[config.mk]
export PLATFORM = sky130hd
export DESIGN_NAME = vfd_ramp_ctrl
export DESIGN_NICKNAME = d
export VERILOG_FILES = /design/src/rtl/vfd_pkg.sv /design/src/rtl/vfd_step_tmr.sv /design/src/rtl/vfd_ramp_ctrl.sv
export SDC_FILE = /design/constraint.sdc
export NUM_CORES = 1
export LEC_CHECK = 0
export ABC_AREA = 1
export CORE_MARGIN = 4
export CORE_UTILIZATION = 48
export DETAILED_ROUTE_END_ITERATION = 10
export GPL_TIMING_DRIVEN = 0
export PLACE_DENSITY = 0.8
export SLEW_MARGIN = 25
export SYNTH_ARGS = -nofsm -noshare
export SYNTH_HDL_FRONTEND = slang
export SYNTH_SLANG_ARGS = --single-unit
[constraint.sdc]
create_clock -name clk_sys -period 3.29 [get_ports clk_sys]
set_input_delay 0.658 -clock clk_sys [delete_from_list [all_inputs] [get_ports clk_sys]]
set_output_delay 0.658 -clock clk_sys [all_outputs]
set_load 0.01 [all_outputs]
[src/rtl/vfd_pkg.sv]
`default_nettype none
// ============================================================================
// Module   : vfd_pkg
// Purpose  : Shared widths, default parameters and state encoding for the
//            VFD soft-start/soft-stop frequency sequencer.
// Revision : 1.0  initial release
// ============================================================================
package vfd_pkg;

   localparam int FREQ_W       = 10;
   localparam int DEF_FMIN     = 1;
   localparam int DEF_FMAX     = 1000;
   localparam int DEF_STEP     = 1;
   localparam int DEF_STEP_DIV = 500000;

   typedef enum logic [2:0] {
      ST_IDLE    = 3'd0,
      ST_RAMP_UP = 3'd1,
      ST_RAMP_DN = 3'd2,
      ST_HOLD    = 3'd3,
      ST_STOP    = 3'd4
   } vfd_state_e;

   // States in which the step prescaler runs and freq may change
   function automatic logic is_moving(input vfd_state_e s);
      return (s == ST_RAMP_UP) || (s == ST_RAMP_DN) || (s == ST_STOP);
   endfunction

   function automatic logic is_down(input vfd_state_e s);
      return (s == ST_RAMP_DN) || (s == ST_STOP);
   endfunction

endpackage
`default_nettype wire

[src/rtl/vfd_step_tmr.sv]
`default_nettype none
// ============================================================================
// Module   : vfd_step_tmr
// Purpose  : Step-rate prescaler; counts 0..STEP_DIV-1 while enabled, pulses
//            o_tick on the terminal count.
// Revision : 1.0  initial release
// ============================================================================
module vfd_step_tmr
   import vfd_pkg::*;
#(
   parameter int STEP_DIV = DEF_STEP_DIV
) (
   input  logic clk_sys,
   input  logic rst,
   input  logic i_clr,
   input  logic i_en,
   output logic o_tick
);

   localparam int CNT_W = (STEP_DIV > 1) ? $clog2(STEP_DIV) : 1;
   localparam logic [CNT_W-1:0] c_LAST = CNT_W'(STEP_DIV - 1);

   logic [CNT_W-1:0] r_cnt;
   logic             w_last;

   assign w_last = (r_cnt == c_LAST);
   assign o_tick = i_en & w_last;

   always_ff @(posedge clk_sys or posedge rst) begin
      if (rst) begin
         r_cnt <= '0;
      end else if (i_clr || !i_en || w_last) begin
         r_cnt <= '0;
      end else begin
         r_cnt <= r_cnt + 1'b1;
      end
   end

endmodule
`default_nettype wire

[src/rtl/vfd_ramp_ctrl.sv]
`default_nettype none
// ============================================================================
// Module   : vfd_ramp_ctrl
// Purpose  : Slews the PWM frequency toward an accepted target in fixed steps
//            at a fixed rate. Define VFD_RAMP_SYNC_EN to align each step to a
//            PWM period end (adds the period_done input).
// Revision : 1.0  initial release
// ============================================================================
module vfd_ramp_ctrl
   import vfd_pkg::*;
#(
   parameter int FMIN     = DEF_FMIN,
   parameter int FMAX     = DEF_FMAX,
   parameter int STEP     = DEF_STEP,
   parameter int STEP_DIV = DEF_STEP_DIV
) (
   input  logic              clk_sys,
   input  logic              rst,
   input  logic [FREQ_W-1:0] tgt_freq,
   input  logic              tgt_vld,
   output logic              tgt_rdy,
   input  logic              estop,
   output logic [FREQ_W-1:0] freq,
   output logic              run_en,
   output logic              busy,
   output logic              at_target
`ifdef VFD_RAMP_SYNC_EN
   ,
   input  logic              period_done
`endif
);

   localparam logic [FREQ_W-1:0]   c_FMIN = FREQ_W'(FMIN);
   localparam logic [FREQ_W-1:0]   c_FMAX = FREQ_W'(FMAX);
   localparam logic signed [FREQ_W:0] c_STEP = (FREQ_W + 1)'(STEP);

   vfd_state_e        r_state, w_state_nxt;
   logic [FREQ_W-1:0] r_freq, w_freq_nxt;
   logic [FREQ_W-1:0] r_tgt, w_tgt_nxt;
   logic              r_run, w_run_nxt;
   logic              r_busy, r_at;
   logic              w_clr, w_tick, w_step;
   logic [FREQ_W-1:0] w_tgt_c, w_up_f, w_dn_f;
   logic signed [FREQ_W:0] w_sum, w_dif, w_tgt_s;

   vfd_step_tmr #(.STEP_DIV(STEP_DIV)) u_step_tmr (
      .clk_sys (clk_sys),
      .rst     (rst),
      .i_clr   (w_clr),
      .i_en    (is_moving(r_state)),
      .o_tick  (w_tick)
   );

`ifdef VFD_RAMP_SYNC_EN
   logic r_pend, w_pend_nxt;

   assign w_step = r_pend & period_done;

   // A tick is remembered until the next PWM period end, unless the ramp is disturbed
   always_comb begin
      w_pend_nxt = r_pend;
      if (estop || tgt_vld || (w_state_nxt != r_state)) begin
         w_pend_nxt = 1'b0;
      end else if (w_tick) begin
         w_pend_nxt = 1'b1;
      end else if (w_step) begin
         w_pend_nxt = 1'b0;
      end
   end

   always_ff @(posedge clk_sys or posedge rst) begin
      if (rst) begin
         r_pend <= 1'b0;
      end else begin
         r_pend <= w_pend_nxt;
      end
   end
`else
   assign w_step = w_tick;
`endif

   always_comb begin
      w_tgt_c = tgt_freq;
      if (tgt_freq < c_FMIN) begin
         w_tgt_c = c_FMIN;
      end else if (tgt_freq > c_FMAX) begin
         w_tgt_c = c_FMAX;
      end
   end

   // Signed 11-bit step arithmetic so neither direction can wrap past the target
   assign w_sum   = $signed({1'b0, r_freq}) + c_STEP;
   assign w_dif   = $signed({1'b0, r_freq}) - c_STEP;
   assign w_tgt_s = $signed({1'b0, r_tgt});
   assign w_up_f  = (w_sum > w_tgt_s) ? r_tgt : w_sum[FREQ_W-1:0];
   assign w_dn_f  = (w_dif < w_tgt_s) ? r_tgt : w_dif[FREQ_W-1:0];

   always_comb begin
      w_state_nxt = r_state;
      w_freq_nxt  = r_freq;
      w_tgt_nxt   = r_tgt;
      w_run_nxt   = r_run;
      w_clr       = 1'b0;
      if (estop) begin
         w_state_nxt = ST_IDLE;
         w_freq_nxt  = c_FMIN;
         w_tgt_nxt   = c_FMIN;
         w_run_nxt   = 1'b0;
         w_clr       = 1'b1;
      end else if (tgt_vld) begin
         if (r_state == ST_IDLE) begin
            if (tgt_freq != '0) begin
               w_run_nxt   = 1'b1;
               w_tgt_nxt   = w_tgt_c;
               w_clr       = 1'b1;
               w_state_nxt = (w_tgt_c == c_FMIN) ? ST_HOLD : ST_RAMP_UP;
            end
         end else begin
            if (tgt_freq == '0) begin
               w_state_nxt = ST_STOP;
               w_tgt_nxt   = c_FMIN;
            end else begin
               w_tgt_nxt = w_tgt_c;
               if (w_tgt_c > r_freq) begin
                  w_state_nxt = ST_RAMP_UP;
               end else if (w_tgt_c < r_freq) begin
                  w_state_nxt = ST_RAMP_DN;
               end else begin
                  w_state_nxt = ST_HOLD;
               end
            end
            // Same-direction retargets keep the step phase
            if ((r_state == ST_HOLD) || (is_down(w_state_nxt) != is_down(r_state))) begin
               w_clr = 1'b1;
            end
         end
      end else if (w_step && is_moving(r_state)) begin
         w_freq_nxt = (r_state == ST_RAMP_UP) ? w_up_f : w_dn_f;
         if (w_freq_nxt == r_tgt) begin
            if (r_state == ST_STOP) begin
               w_state_nxt = ST_IDLE;
               w_run_nxt   = 1'b0;
            end else begin
               w_state_nxt = ST_HOLD;
            end
         end
      end
   end

   always_ff @(posedge clk_sys or posedge rst) begin
      if (rst) begin
         r_state <= ST_IDLE;
         r_freq  <= c_FMIN;
         r_tgt   <= c_FMIN;
         r_run   <= 1'b0;
         r_busy  <= 1'b0;
         r_at    <= 1'b0;
      end else begin
         r_state <= w_state_nxt;
         r_freq  <= w_freq_nxt;
         r_tgt   <= w_tgt_nxt;
         r_run   <= w_run_nxt;
         r_busy  <= is_moving(w_state_nxt);
         r_at    <= (w_state_nxt == ST_HOLD);
      end
   end

   assign tgt_rdy   = ~estop;
   assign freq      = r_freq;
   assign run_en    = r_run;
   assign busy      = r_busy;
   assign at_target = r_at;

endmodule
`default_nettype wire

==> impl_results.md, run 1 <==
* CTS H-tree lvls at 2
* Maximum vdd drop at 0.201 mV
* Critical path's top delay family: simple AND/OR/NAND/NOR gates
* Clk pwr share at 24.7%
* Post-synthesis sequential area ratio at around 28%
* P_leak at 0.00264 uW
* DRT iter0 DRCs at 297
* Synth Area per Inst at 6.76 um2
* CP peak stage delay at between 0.6 and 0.7 ns
* Fmax at 261 MHz
* WP data required at 3.54 ns
* YS warnings at 0
* Buf/Inv on CP at 2
* Most frequent cells in the layout: 110 x nand2_1, 81 x inv_1, 59 x nor2_1, 56 x nand3_1, 40 x dfrtp_1
* Switching Share at 36.5%
* Cell mode on critical path: nand2_1
* Share of cells above drive strength 1 at 28.1%
* DP Area at 4490 um2
* Worst-Margin Slew at 0.630 ns
* Die Span X at 99.4 um
* Post-layout min period at 3.83 ns
* Hold Path Class: flop to flop
* Mapped Nets at 639
* Internal power at between 1000 and 1500 uW
* Routed vias/inst at 5.78
* Failing checks: negative setup slack
* DIE AREA at 9880 um2
* Yosys reg bits at 45
* Sw Pwr at about 650 uW
* CTS tree: done
* Critical-path top delay cell: dfstp_4
* Longest Clk Path Bufs at 2
* Inserted Clock Buffers at 5
* Final period utilization at 116%
* Std-Cell Rows at 33
* EDFF count, synth at 0
* Clock-pin slew on the worst setup and hold paths at roughly 0.090 ns
* Avg WL per Cell at 17.3 um
* CP arrival at 4.07 ns
* Sequential Power Share at 32.8%
* Starting Density at 49.1%
* Design area at ~5500 um2
* Outcome: complete, but fails checks
* Final nets at just over 700
* Setup Viol. Count Final at 6
* Most common cell after layout, fill and taps aside: nand2_1
* Gpl congestion at 0.962
* ANT nets after route at 0
* Total Routed Length at 13.4 mm
* PwrDens at 324 nW/um2
* Congestion Overflow GR at 0
* Setup TNS at -2.69 ns
* Most common flop cell mapped by yosys: dfrtp_1
* # clock sinks at 45
* Slew Limit Fails at 0
* Util after Layout at 67.3%
* Core area at 8180 um2
* Max-capacitance violation count at 0
* Mapped Area at 4010 um2
* RSZ-0062 raised after global routing: yes
* Worst setup EP type: flop
* Initial antenna violation count at 0
* Ports at 28
* Power Total at 1780 uW
* # DRC at 0
* Post-synth cell types at 37
* Largest net degree at the start of global routing at 25
* CTS Root Cell: clkbuf_8
* Final worst setup slack at -0.539 ns
* Gr usage total at 26.0%
* FFs w/ async S/R, synth at 100%
* Setup CP Type: flop to flop
* Final Hold Viols at 0
* Clk Latency, worst-skew pair at 0.30 ns
* Worst-path maximum fanout at 5
* IO Port Bufs at 27
* Worst slew margin at 57.9%
* Pre-CTS setup slack at -1.25 ns
* Hold buffer count at CTS at 0
* First-pass GRT wire length at 20.6 mm
* Die H at 99.4 um
* Via count at 4495
* DP Wirelength at 9.15 mm
* Combinational fraction of design power at roughly 43%
* First-pass iteration count of the detailed router at 7
* Vias in the first global route at approximately 4400
* Layout Skew at 0.00859 ns
* Diode count at 0
* Synth-to-Final Area Change at 37.1%
* Setup crit start kind: flop
* Post-Syn Instances at 593
==> cell usage after synthesis, types with 2 or more instances <==
cell / instances / area, um2
o211ai_1: 3 / 22.5
xnor2_1: 3 / 26.3
nor2_2: 5 / 31.3
nor3b_1: 3 / 22.5
o2111ai_1: 2 / 17.5
dfrtp_1: 43 / 1080
nand3_1: 73 / 365
nor4_1: 4 / 25.0
nand4_1: 10 / 62.6
buf_2: 3 / 15.0
nand2_4: 2 / 22.5
nor3_1: 15 / 75.1
o21ai_0: 17 / 85.1
inv_2: 2 / 7.51
inv_1: 91 / 342
clkbuf_1: 7 / 26.3
nand2_1: 131 / 492
nand3_2: 6 / 60.1
nor2_1: 64 / 240
ha_1: 32 / 400
nand2_2: 17 / 106
dfstp_2: 2 / 52.6
a21oi_1: 19 / 95.1
o22ai_1: 10 / 62.6
xor2_1: 17 / 149
==> sequential cells by signal (all words and copies together), names as in the netlist <==
register and count:
u_step_tmr.r_cnt 19, freq 10, r_tgt 10, r_state 3, at_target 1, busy 1, run_en 1
==> power groups by stage <==
stage,combinational [uW],sequential (uW),clock (uW)
6_report,756,584,440
5_1_grt,819,586,462
4_1_cts,635,583,442
3_5_place_dp,525,597,0
3_3_place_gp,504,596,0
2_1_floorplan,381,593,0
==> stage by stage <==
stage	hold slack, ns	std cells
2_1_floorplan	0.433	593
3_3_place_gp	0.445	725
3_5_place_dp	0.450	726
4_1_cts	0.457	766
5_1_grt	0.478	778
6_report	0.454	778
==> repair_timing <==
item | 4_1_cts | 5_1_grt
gates resized for setup | 84 | 75
pin swaps | 20 | 44
cloned | 3 | 1
setup buffers | 29 | 11
setup endpoints to repair | 26 | 28
==> cells by family (layout without fill, tap and decap cells) <==
logic type	Yosys count	in the layout	synth area share [%]
flops	45	45	28.1
compound gates	56	56	8.24
buf+inv	107	187	10.9
simple gates	333	333	38.3
xor+xnor	20	20	4.37
fa+ha+maj	32	32	9.98
==> per-layer routing <==
layer | vias to the layer above | share of wire (%) | GRT usage, %
met5 | - | 0 | 0
met4 | 0 | 4.7 | 11.1
met3 | 61 | 6.1 | 2.10
met2 | 227 | 51 | 47.7
met1 | 2120 | 38 | 30.8
li1 | 2087 | - | -
==> worst register-to-register path: cells and delay by family (launching register included) <==
| family | cells | cell delay [ns] |
|---|---|---|
| fa+ha+maj | 2 | 0.43 |
| buf+inv | 2 | 0.22 |
| flops | 1 | 0.69 |
| compound gates | 1 | 0.22 |
| simple gates | 22 | 2.01 |
| xor+xnor | 1 | 0.18 |
==> path summary, 6_finish.rpt <==
| path | start | to | slack, ns | depth (start not counted) |
|---|---|---|---|---|
| min in group asynchronous | rst | freq[3]$_DFFE_PP0P_ | 0.71 | 2 |
| worst max-delay path | freq[0]$_DFFE_PP1P_ | busy$_DFF_PP0_ | -0.54 | 28 |
| worst max register to register | freq[0]$_DFFE_PP1P_ | busy$_DFF_PP0_ | -0.54 | 28 |
| max in group asynchronous | rst | r_tgt[0]$_DFFE_PP1P_ | 1.99 | 3 |
| worst min register to register | u_step_tmr.r_cnt[0]$_DFF_PP0_ | u_step_tmr.r_cnt[0]$_DFF_PP0_ | 0.45 | 1 |
| worst min-delay path | u_step_tmr.r_cnt[0]$_DFF_PP0_ | u_step_tmr.r_cnt[0]$_DFF_PP0_ | 0.45 | 1 |
==> final cells by class <==
cell class | count | area [um2]
fillers | 653 | 2680
repair buffers | 72 | 689
plain buffers | 13 | 92.6
flip-flops and latches | 45 | 1140
multi-input cells | 441 | 2960
well taps | 105 | 131
clock inverters | 1 | 30.0
inverters | 94 | 378
clock buffers | 7 | 86.3
Power figures use the tool's default switching activity.
==> run 2: changes to the inputs <==
--- a/config.mk
+++ b/config.mk
@@ -6,10 +6,12 @@
 export NUM_CORES = 1
 export LEC_CHECK = 0
 export ABC_AREA = 1
+export CAP_MARGIN = 0
 export CORE_MARGIN = 4
 export CORE_UTILIZATION = 48
 export DETAILED_ROUTE_END_ITERATION = 10
 export GPL_TIMING_DRIVEN = 0
+export MAX_ROUTING_LAYER = met4
 export PLACE_DENSITY = 0.8
 export SLEW_MARGIN = 25
 export SYNTH_ARGS = -nofsm -noshare
==> run 2 against run 1 <==
Net effect: the run still ends with negative setup slack left; critical endpoint unchanged; total power shrank 4.6%; sequential cell count unchanged; combinational power fell by 2%; critical path type unchanged; worst hold slack improved by 0.0033 ns.
==> impl_results.md, run 2 (synthesized netlist as in run 1, its figures left out) <==
* Final worst setup slack at -0.544 ns (was -0.539 ns)
* RSZ-0062 raised after global routing: yes (unchanged)
* Core area at 8180 um2 (unchanged)
* Congestion Overflow GR at 0 (unchanged)
* Setup Viol. Count Final at 7 (was 6)
* Internal power at 1030 uW (was 1130 uW)
* Layout Skew at 0.0196 ns (was 0.00859 ns)
* Max-capacitance violation count at 0 (unchanged)
* Buf/Inv on CP at 2 (unchanged)
* WP data required at 3.50 ns (was 3.54 ns)
* Sequential Power Share at 34.3% (was 32.8%)
* Cell mode on critical path: nand2_1 (unchanged)
* Hold slack at 0.457 ns (was 0.454 ns)
* Final period utilization at 117% (was 116%)
* Std-Cell Rows at 33 (unchanged)
* Inserted Clock Buffers at 5 (unchanged)
* DIE AREA at 9880 um2 (unchanged)
* # fillers at 612 (was 653)
* Setup crit start kind: flop (unchanged)
* First-pass GRT wire length at 20.5 mm (was 20.6 mm)
* Critical path's top delay family: simple AND/OR/NAND/NOR gates (unchanged)
* Switching Share at 39.5% (was 36.5%)
* Clk Latency, worst-skew pair at 0.31 ns (was 0.30 ns)
* Failing checks: negative setup slack (unchanged)
* Max reg flops at 19 (unchanged)
* Via count at 4619 (was 4495)
* CTS tree: done (unchanged)
* CP arrival at 4.04 ns (was 4.07 ns)
* PwrDens at 308 nW/um2 (was 324 nW/um2)
* Register Area at 1130 um2 (was 1140 um2)
* ANT nets after route at 0 (unchanged)
* DP Area at 4490 um2 (unchanged)
* Synth-to-Final Area Change at 37.4% (was 37.1%)
* CTS Root Cell: clkbuf_8 (unchanged)
* Top reg by flops: u_step_tmr.r_cnt (unchanged)
* Setup CP Type: flop to flop (unchanged)
* # clock sinks at 45 (unchanged)
* Gpl congestion at 0.987 (was 0.962)
* Post-layout min period at 3.83 ns (about the same)
* Starting Density at 49.1% (unchanged)
* CP peak stage delay at 0.63 ns (was 0.69 ns)
* Clock-pin slew on the worst setup and hold paths at 0.10 ns (was 0.09 ns)
* Hold Path Class: flop to flop (unchanged)
* Util after Layout at 67.4% (was 67.3%)
* P_leak at 0.00264 uW (about the same)
* First-pass iteration count of the detailed router at 8 (was 7)
* Worst setup EP type: flop (unchanged)
* Design area at 5510 um2 (was 5500 um2)
* Diode count at 0 (unchanged)
* Longest Clk Path Bufs at 2 (unchanged)
* Worst slew margin at 62.0% (was 57.9%)
* # DRC at 0 (unchanged)
* Slew Limit Fails at 0 (unchanged)
* Critical-path top delay cell: dfstp_2 (was dfstp_4)
* Combinational fraction of design power at 43.6% (was 42.5%)
* Power Total at 1700 uW (was 1780 uW)
* Initial antenna violation count at 0 (unchanged)
* Fmax at 261 MHz (about the same)
* Outcome: complete, but fails checks (unchanged)
* Gr usage total at 26.3% (was 26.0%)
* Routed vias/inst at 5.89 (was 5.78)
* Total Routed Length at 13.8 mm (was 13.4 mm)
* Clk pwr share at 22.1% (was 24.7%)
* Final Hold Viols at 0 (unchanged)
* Ports at 28 (unchanged)
* Die Span X at 99.4 um (unchanged)
* Sw Pwr at 670 uW (was 649 uW)
* DP Wirelength at 8.78 mm (was 9.15 mm)
* Avg WL per Cell at 17.6 um (was 17.3 um)
* Share of cells above drive strength 1 at 29.6% (was 28.1%)
* Setup TNS at -3.27 ns (was -2.69 ns)
* CTS H-tree lvls at 2 (unchanged)
* Maximum vdd drop at 0.331 mV (was 0.201 mV)
* Worst-path maximum fanout at 5 (unchanged)
* Worst-Margin Slew at 0.569 ns (was 0.630 ns)
* Die H at 99.4 um (unchanged)
* Vias in the first global route at 4473 (was 4366)
* IO Port Bufs at 27 (unchanged)
* Area of the multi-input gates at 2990 um2 (was 2960 um2)
* Final nets at 724 (was 718)
* DRT iter0 DRCs at 349 (was 297)
* Largest net degree at the start of global routing at 24 (was 25)
* Most common cell after layout, fill and taps aside: nand2_1 (unchanged)
* Most frequent cells in the layout: 112 x nand2_1, 80 x inv_1, 59 x nor2_1, 52 x nand3_1, 43 x buf_4 (was 110 x nand2_1, 81 x inv_1, 59 x nor2_1, 56 x nand3_1, 40 x dfrtp_1)
-- run 2: cell type report --
class,instances,share of cell area [%]
buffer,13,1.73
clock buffer,6,1.50
clock inverter,2,0.250
inverter,94,6.63
multi-input combinational,441,54.3
sequential,45,20.6
tap,105,2.38
timing repair buffer,78,12.7
-- run 2: worst paths after layout --
kind / depth (start not counted) / end / slack [ns] / startpoint
worst max-delay path: 28 / busy$_DFF_PP0_ / -0.54 / freq[0]$_DFFE_PP1P_
worst max register to register: 28 / busy$_DFF_PP0_ / -0.54 / freq[0]$_DFFE_PP1P_
max in group asynchronous: 3 / u_step_tmr.r_cnt[7]$_DFF_PP0_ / 2.05 / rst
min in group asynchronous: 2 / freq[6]$_DFFE_PP0P_ / 0.71 / rst
worst min-delay path: 1 / u_step_tmr.r_cnt[0]$_DFF_PP0_ / 0.46 / u_step_tmr.r_cnt[0]$_DFF_PP0_
worst min register to register: 1 / u_step_tmr.r_cnt[0]$_DFF_PP0_ / 0.46 / u_step_tmr.r_cnt[0]$_DFF_PP0_
-- run 2: timing repair --
item                       4_1_cts  5_1_grt
pin swaps                       37       40
cloned                           3        0
resized for setup               84       66
setup endpoints to repair       26       27
setup buffers                   36       11
hold buffers                     0        0
-- run 2: through the flow --
| stage | cells | worst slack, ns |
|---|---|---|
| floorplan | 593 | -0.0497 |
| finish | 784 | -0.544 |
| global placement | 725 | -1.05 |
| detailed placement | 726 | -1.15 |
| CTS | 773 | -0.333 |
| global route | 784 | -0.796 |
-- run 2: layer usage --
| metal | GRT usage, % | vias to the layer above | wire length (um) |
|---|---|---|---|
| met2 | 45.5 | 308 | 6760 |
| met1 | 29.5 | 2119 | 4900 |
| met5 | - | - | 0 |
| li1 | - | 2094 | - |
| met4 | 14.1 | 0 | 965 |
| met3 | 3.09 | 98 | 1190 |
-- run 2: power by group through the flow --
stage	registers, uW	logic (uW)	clock network, uW
6_report	583	740	375
4_1_cts	581	638	378
3_5_place_dp	596	521	0
2_1_floorplan	593	381	0
3_3_place_gp	596	504	0
5_1_grt	584	795	403
